**src/rtl/sram_like_pkg.sv**
```systemverilog
// Shared definitions for the sram-like bus arbiter: owner IDs, size encodings, defaults.
package sram_like_pkg;

    localparam logic OWN_M0 = 1'b0;
    localparam logic OWN_M1 = 1'b1;

    localparam logic [1:0] SZ_B = 2'd0;
    localparam logic [1:0] SZ_H = 2'd1;
    localparam logic [1:0] SZ_W = 2'd2;

    localparam int unsigned DEFAULT_OUTSTANDING = 2;
    localparam int unsigned DEFAULT_CNT_W       = 2;

endpackage

```
**src/rtl/owner_fifo.sv**
```systemverilog
// In-order queue of 1-bit owner IDs for accepted-but-unanswered transactions.
module owner_fifo
    import sram_like_pkg::*;
#(
    parameter int unsigned DEPTH = DEFAULT_OUTSTANDING,
    parameter int unsigned CNT_W = DEFAULT_CNT_W
) (
    input  logic             clk,
    input  logic             reset,
    input  logic             push,
    input  logic             push_id,
    input  logic             pop,
    output logic             head,
    output logic [CNT_W-1:0] count,
    output logic             full,
    output logic             empty
);

    localparam int unsigned PTR_W = (DEPTH > 1) ? $clog2(DEPTH) : 1;
    localparam logic [PTR_W-1:0] LAST_PTR = PTR_W'(DEPTH - 1);

    logic [DEPTH-1:0] mem_q;
    logic [PTR_W-1:0] wr_ptr_q, rd_ptr_q;
    logic [CNT_W-1:0] count_q, count_d;
    logic             do_push, do_pop;

    assign full    = (count_q == CNT_W'(DEPTH));
    assign empty   = (count_q == '0);
    assign count   = count_q;
    assign head    = mem_q[rd_ptr_q];
    assign do_push = push && !full;
    assign do_pop  = pop && !empty;

    always_comb begin
        count_d = count_q;
        if (do_push && !do_pop) begin
            count_d = count_q + CNT_W'(1);
        end else if (!do_push && do_pop) begin
            count_d = count_q - CNT_W'(1);
        end
    end

    // Pointers wrap modulo DEPTH, which need not be a power of two.
    always_ff @(posedge clk or posedge reset) begin
        if (reset) begin
            mem_q    <= '0;
            wr_ptr_q <= '0;
            rd_ptr_q <= '0;
            count_q  <= '0;
        end else begin
            count_q <= count_d;
            if (do_push) begin
                mem_q[wr_ptr_q] <= push_id;
                wr_ptr_q        <= (wr_ptr_q == LAST_PTR) ? '0 : wr_ptr_q + PTR_W'(1);
            end
            if (do_pop) begin
                rd_ptr_q <= (rd_ptr_q == LAST_PTR) ? '0 : rd_ptr_q + PTR_W'(1);
            end
        end
    end

endmodule

```
**src/rtl/sram_like_arbiter.sv**
```systemverilog
// Two-master round-robin arbiter onto one sram-like slave, with in-order response routing.
module sram_like_arbiter
    import sram_like_pkg::*;
#(
    parameter int unsigned OUTSTANDING = DEFAULT_OUTSTANDING,
    parameter int unsigned CNT_W       = DEFAULT_CNT_W
) (
    input  logic        clk,
    input  logic        reset,

    input  logic        m0_req,
    input  logic        m0_wr,
    input  logic [1:0]  m0_size,
    input  logic [31:0] m0_addr,
    input  logic [31:0] m0_wdata,
    input  logic [3:0]  m0_wstrb,
    output logic        m0_addr_ok,
    output logic        m0_data_ok,
    output logic [31:0] m0_rdata,

    input  logic        m1_req,
    input  logic        m1_wr,
    input  logic [1:0]  m1_size,
    input  logic [31:0] m1_addr,
    input  logic [31:0] m1_wdata,
    input  logic [3:0]  m1_wstrb,
    output logic        m1_addr_ok,
    output logic        m1_data_ok,
    output logic [31:0] m1_rdata,

    output logic        s_req,
    output logic        s_wr,
    output logic [1:0]  s_size,
    output logic [31:0] s_addr,
    output logic [31:0] s_wdata,
    output logic [3:0]  s_wstrb,
    input  logic        s_addr_ok,
    input  logic        s_data_ok,
    input  logic [31:0] s_rdata,

    output logic        err_unexp
);

    logic             lock_q, lock_id_q, last_grant_q, err_q;
    logic             lock_eff, grant, accept, resp_valid, owner;
    logic             fifo_full, fifo_empty;
    logic [CNT_W-1:0] fifo_count;

    // A lock only holds while its master keeps requesting; a dropped request releases it.
    assign lock_eff = lock_q && ((lock_id_q == OWN_M1) ? m1_req : m0_req);

    always_comb begin
        grant = OWN_M0;
        if (lock_eff) begin
            grant = lock_id_q;
        end else if (m0_req && !m1_req) begin
            grant = OWN_M0;
        end else if (m1_req && !m0_req) begin
            grant = OWN_M1;
        end else if (m0_req && m1_req) begin
            grant = ~last_grant_q;
        end
    end

    assign s_req  = !reset && !fifo_full && (m0_req || m1_req);
    assign accept = s_req && s_addr_ok;

    always_comb begin
        s_wr    = 1'b0;
        s_size  = '0;
        s_addr  = '0;
        s_wdata = '0;
        s_wstrb = '0;
        if (s_req) begin
            if (grant == OWN_M1) begin
                s_wr    = m1_wr;
                s_size  = m1_size;
                s_addr  = m1_addr;
                s_wdata = m1_wdata;
                s_wstrb = m1_wstrb;
            end else begin
                s_wr    = m0_wr;
                s_size  = m0_size;
                s_addr  = m0_addr;
                s_wdata = m0_wdata;
                s_wstrb = m0_wstrb;
            end
        end
    end

    assign m0_addr_ok = accept && (grant == OWN_M0);
    assign m1_addr_ok = accept && (grant == OWN_M1);

    assign resp_valid = s_data_ok && (fifo_count != '0);
    assign m0_data_ok = resp_valid && (owner == OWN_M0);
    assign m1_data_ok = resp_valid && (owner == OWN_M1);
    assign m0_rdata   = m0_data_ok ? s_rdata : '0;
    assign m1_rdata   = m1_data_ok ? s_rdata : '0;
    assign err_unexp  = err_q;

    always_ff @(posedge clk or posedge reset) begin
        if (reset) begin
            lock_q       <= 1'b0;
            lock_id_q    <= OWN_M0;
            last_grant_q <= OWN_M1;
            err_q        <= 1'b0;
        end else begin
            lock_q <= s_req && !s_addr_ok;
            if (s_req && !s_addr_ok) begin
                lock_id_q <= grant;
            end
            if (accept) begin
                last_grant_q <= grant;
            end
            if (s_data_ok && fifo_empty) begin
                err_q <= 1'b1;
            end
        end
    end

    owner_fifo #(
        .DEPTH (OUTSTANDING),
        .CNT_W (CNT_W)
    ) u_owner_fifo (
        .clk     (clk),
        .reset   (reset),
        .push    (accept),
        .push_id (grant),
        .pop     (resp_valid),
        .head    (owner),
        .count   (fifo_count),
        .full    (fifo_full),
        .empty   (fifo_empty)
    );

endmodule

```
**config.mk**
```make
export PLATFORM = sky130hd
export DESIGN_NAME = sram_like_arbiter
export DESIGN_NICKNAME = d
export VERILOG_FILES = /design/src/rtl/sram_like_pkg.sv /design/src/rtl/owner_fifo.sv /design/src/rtl/sram_like_arbiter.sv
export SDC_FILE = /design/constraint.sdc
export NUM_CORES = 1
export LEC_CHECK = 0
export ABC_AREA = 1
export CORE_AREA = 2 2 123 125
export CTS_CLUSTER_SIZE = 30
export DETAILED_ROUTE_END_ITERATION = 10
export DIE_AREA = 0 0 125 127
export HOLD_SLACK_MARGIN = 0.02
export SYNTH_ARGS = -nofsm -noshare
export SYNTH_HDL_FRONTEND = slang
export SYNTH_HIERARCHICAL = 1
export SYNTH_SLANG_ARGS = --single-unit
```
**constraint.sdc**
```tcl
create_clock -name clk -period 1.7 [get_ports clk]
set_input_delay 0.34 -clock clk [delete_from_list [all_inputs] [get_ports clk]]
set_output_delay 0.34 -clock clk [all_outputs]
set_load 0.01 [all_outputs]
```
======== Word-level counts from Yosys, hierarchy flattened ========
Cells that the tools add are included.
storage, ports and cells
  output and inout bits ................... 141
  input port bits ......................... 180
  bits in registers ....................... 10
cells by class
  reduce and logical (&&, ||, !) cells .... 31
  $add $sub $neg .......................... 4
  order comparisons ....................... 3
  equality and inequality tests ........... 1
  muxes and demuxes ....................... 26
  bitwise operators ....................... 3
operators with widths
  kind                   count
  $mux W32               6
  $logic_and A1 B1 Y1    19
  $mux W1                12
  $logic_not A1 Y1       8
  $mux W2                4
  $mux W4                2
  $lt A1 B2 Y1 const B   2
  $reduce_bool A2 Y1     2
  $not A1 Y1             3
  $add A1 B1 Y1 const B  2
  $add A2 B1 Y2 const B  1
  $bwmux W2              1
  $eq A2 B2 Y1 const B   1
  $logic_not A2 Y1       1
  $sub A2 B1 Y2 const B  1
  $demux W1 S1           1
  $ge A1 B1 Y1 const B   1
  $logic_or A1 B1 Y1     1

======== Logic depth before layout (Yosys ltp) ========
  depth after elaboration ................. 10
  depth in mapped cells ................... 14
  depth with buffers taken out ............ 14

======== By module ========
Netlist, hierarchy kept.
by module, submodules not included
  module             cells each  seq. area each (µm²)  area each (µm²)  times used
  sram_like_arbiter  530         101.3                 2346.0           1
  owner_fifo         43          150.1                 326.6            1

======== Worst setup path after synthesis ========
OpenSTA, ideal clock, no wires.
  path kind ............................... reg-to-output
  from .................................... register u_owner_fifo.count_q[0] (netlist: u_owner_fifo/count[0])
  to ...................................... output s_addr[23]
  arrival ................................. 1.485 ns
  data required time ...................... 1.360 ns
  slack ................................... -0.125 ns
  path buffers ............................ 1
  cell stages (with the launch flop) ...... 8
  path through ............................ dfrtp_1 > inv_2 > nand2_2 > inv_1 > nor3_4 > buf_6 > nand2_1 > nor2_1
on the way
  longest elaborated chain between the ends .. 5
RTL lines
  what                               RTL line                 text
  start: declaration                 owner_fifo.sv:24         logic [CNT_W-1:0] count_q, count_d;
  start signal: assignment           owner_fifo.sv:51         count_q <= count_d;
  $eq A2 B2 Y1                       owner_fifo.sv:27         assign full = (count_q == CNT_W'(DEPTH));
  named net fifo_full                sram_like_arbiter.sv:46  logic fifo_full, fifo_empty;
  $logic_not A1 Y1                   sram_like_arbiter.sv:65  assign s_req = !reset && !fifo_full && (m0_req || m1_req);
  $logic_and A1 B1 Y1 (2 in series)  sram_like_arbiter.sv:65
  named net s_req                    sram_like_arbiter.sv:31  output logic s_req,
  $mux W32                           sram_like_arbiter.sv:74  if (s_req) begin
  end: declaration                   sram_like_arbiter.sv:34  output logic [31:0] s_addr,
The timed path passes the listed nets, and every way through them passes these cells.

======== Worst setup path in the final report ========
  from .................................... register last_grant_q
  to ...................................... output s_addr[12]
on the way
  longest elaborated chain between the ends .. 7
RTL lines
  what                      RTL line                  text
  start: declaration        sram_like_arbiter.sv:44   logic lock_q, lock_id_q, last_grant_q, err_q;
  start signal: assignment  sram_like_arbiter.sv:113  last_grant_q <= grant;
  $not A1 Y1                sram_like_arbiter.sv:61   grant = ~last_grant_q;
  $mux W1                   sram_like_arbiter.sv:60   end else if (m0_req && m1_req) begin
  $mux W1                   sram_like_arbiter.sv:58   end else if (m1_req && !m0_req) begin
  $mux W1                   sram_like_arbiter.sv:56   end else if (m0_req && !m1_req) begin
  $mux W1                   sram_like_arbiter.sv:54   if (lock_eff) begin
  $mux W32                  sram_like_arbiter.sv:75   if (grant == OWN_M1) begin
  $mux W32                  sram_like_arbiter.sv:74
No other way between the ends.

==> impl_metrics.toml <==
[power_and_ir_drop]
p_per_area_nw_per_um2 = 939
swShare = 0.444
p_int_w = 0.00492
peakVddDrop_uv = 599
comb_power_share = 0.899
p_sw_w = 0.00392
seq_power_share = 0.048
pwr-share-clk = 0.053
p_leak_nw = 4.27

[finish]
final_area_sq_um = 9420
utilization = 0.653
final_common_cell = "clkdlybuf4s50_1"
synthToLayoutAreaGrowth_pct = 252
drive_above_1_share = 0.597
fin_nets = 1150
fillers = 1126
layout_common_cells = "clkdlybuf4s50_1 (176), inv_1 (111), buf_6 (91)"

[critical_path]
r2r-end = "u_owner_fifo/count[1]$_DFFE_PP0P_"
cp_max_fo = 5
r2r-start = "u_owner_fifo/count[1]$_DFFE_PP0P_"
rrSetupSlack_ns = 0.03
critical_path_class = "reg -> out"
cp-start-kind = "flip-flop"
rr_worst_depth = 14
critPathRequiredTime_ns = 1.36
crit_arrival_ns = 1.78
setup.worst_path.end = "s_addr[12]"
cp-startpoint = "last_grant_q$_DFFE_PP1P_"
crit_path_end_kind = "primary output"

[synth]
synth_compound_area_frac = 0.142
ys_ff_latch = 10
synth_top_family_by_area = "simple AND/OR/NAND/NOR gates"
netlist_area_sq_um = 2670
yosysSeqAreaShare = 0.0941
syn_inst = 573
yosysWarnings = 6
synth_xor_xnor_area_share = 0.00328
synth_mux_area_frac = 0
synthAdderAreaFrac = 0.00468
syn_nets = 754
synthDistinctLibCells = 25
synth_area_per_cell_sq_um = 4.66
synthSimpleGateAreaFrac = 0.499

[clocking]
h-tree-depth = 1
cts_buffers = 3
cts_sinks = 10
clkTransAtPathRegs_ns = 0.04
cts_tree = "built"
clk_latency_ns = 0.24
hold_buffers = 0
clock_path_buffers = 2
clockRootBuffer = "clkbuf_16"

[timing]
hold_viol = 0
finalWorstSetupSlack_ns = -0.419
relSlewSlack = 0.709
finClkSkew_ns = 0.00178
rsz0062_at_grt = "true"
fin_crit_sh = 1.25
setup_viol = 139
slew_viol_final = 0
fmax_mhz = 472
worst_slew_pin_slew_ns = 0.436
period_minus_slack_ns = 2.12

[routing]
postRouteAntennaNets = 0
wl_per_cell_um = 17.9
dr.pass1.iters = 4
dr.first_iter.drc_count = 143
via_per_inst = 4.54
num_vias = 5235
drc = 0
totalWireLength_mm = 20.7

[place]
detailed_place.area_sq_um = 6610
dp_hpwl_mm = 11.7
finalWeightedCongestion = 0.837
io_buffer_count = 320

[floorplan]
initial_core_util = 0.185
fp.dieW_um = 125
io_pins = 321
rows = 44
core_area_sq_um = 14400
die_h_um = 127
die_area_sq_um = 15900

[global_routing]
grt_pass1_vias = 5054
grt_start_max_net_pins = 39
gr-total-overflow = 0
antenna_found_initial = 1
grtUsageTotal = 0.219
grt_pass1_wl_mm = 28.0

[job]
max_cap_violations = 0

[min_path]
min_path_type = "in -> async"

[run_status]
status = "complete, but fails checks"
violations = "setup timing"
area by class of cell:
| type | instances | area, sq um | share of cell area |
|---|---|---|---|
| tap | 184 | 230 | 0.0245 |
| sequential | 10 | 253 | 0.0268 |
| clock buffer | 4 | 88.8 | 0.00944 |
| inverter | 121 | 472 | 0.0501 |
| antenna | 1 | 2.50 | 0.000266 |
| timing repair buffer | 435 | 4750 | 0.505 |
| multi-input combinational | 398 | 3610 | 0.384 |
cell usage after synthesis, drive strengths merged:
library cell | count | area (sq um)
nand2 | 99 | 374
buf | 32 | 188
a21o | 1 | 7.51
a21oi | 71 | 355
dfrtp | 9 | 225
inv | 121 | 454
clkbuf | 12 | 45.0
nand3b | 1 | 7.51
xnor2 | 1 | 8.76
nand3 | 75 | 380
o21a | 1 | 7.51
ha | 1 | 12.5
o21ai | 2 | 10.0
nor3 | 1 | 16.3
nand4 | 3 | 18.8
dfstp | 1 | 26.3
nor2 | 142 | 536
flip-flops by register name, summed over array words and instances, names as in the netlist:
signal and count:
err_unexp 1, last_grant_q 1, lock_id_q 1, lock_q 1, u_owner_fifo/count 2, u_owner_fifo/mem_q 2
u_owner_fifo/rd_ptr_q 1, u_owner_fifo/wr_ptr_q 1
timing repair:
item                                    4_1_cts  5_1_grt
pin swaps                                    44       60
endpoints found under the setup margin      142      141
resized for setup                           815      266
cloned                                       23        6
buffers inserted                             40       15
logic make-up (layout without fill, tap and decap cells):
| kind of cell | after synthesis | count (layout) |
|---|---|---|
| buffers and inverters | 165 | 560 |
| and+or+nand+nor | 321 | 321 |
| xor gates and xnor gates | 1 | 1 |
| adders and majority gates | 1 | 1 |
| AOI/OAI and AO/OA | 75 | 75 |
| other | 0 | 1 |
| DFF | 10 | 10 |
critical path: stages, from the launching register on:
cell and delay (ns):
dfstp_2 0.53, inv_2 0.03, nand2_2 0.06, nand3_4 0.11, buf_12 0.17, buf_12 0.14
clkbuf_16 0.16, a21oi_2 0.15, nor2_2 0.05, buf_2 0.13
worst min-delay path by stage:
stage,cells after the start,startpoint,slack (ns),endpoint
2_1_floorplan,1,reset,0.11,err_unexp$_DFFE_PP0P_
3_3_place_gp,1,err_unexp$_DFFE_PP0P_,0.46,err_unexp$_DFFE_PP0P_
3_5_place_dp,1,err_unexp$_DFFE_PP0P_,0.46,err_unexp$_DFFE_PP0P_
4_1_cts,2,reset,0.24,u_owner_fifo/mem_q[0]$_DFFE_PP0P_
5_1_grt,2,reset,0.27,u_owner_fifo/mem_q[0]$_DFFE_PP0P_
6_report,2,reset,0.24,u_owner_fifo/mem_q[0]$_DFFE_PP0P_
power groups by stage:
stage	logic (W)	registers, W	clock network [W]
finish	0.00794	0.000426	0.000468
global route	0.00837	0.000436	0.000489
CTS	0.00676	0.000416	0.000476
detailed placement	0.00444	0.000416	0
global placement	0.00446	0.000413	0
floorplan	0.00207	0.000416	0
stage by stage:
stage	instances	hold WS [ns]	setup WS, ns	setup TNS, ns	power [W]
2_1_floorplan	573	0.114	-0.0428	-1.93	0.00248
3_3_place_gp	1074	0.461	-0.883	-103.72	0.00487
3_5_place_dp	1074	0.462	-0.909	-105.81	0.00486
4_1_cts	1141	0.240	-0.395	-42.74	0.00765
5_1_grt	1153	0.266	-0.497	-48.52	0.00930
6_report	1153	0.236	-0.419	-40.60	0.00884
per-layer routing:
layer  routed length [um]  GRT usage  up-vias
met5                    0          0        -
met2                11300      0.416      208
met4                  735     0.0601        0
met1                 7510      0.254     2442
met3                 1090     0.0348       48
li1                     -          -     2537
No activity file was read; power rests on OpenSTA's default activity.
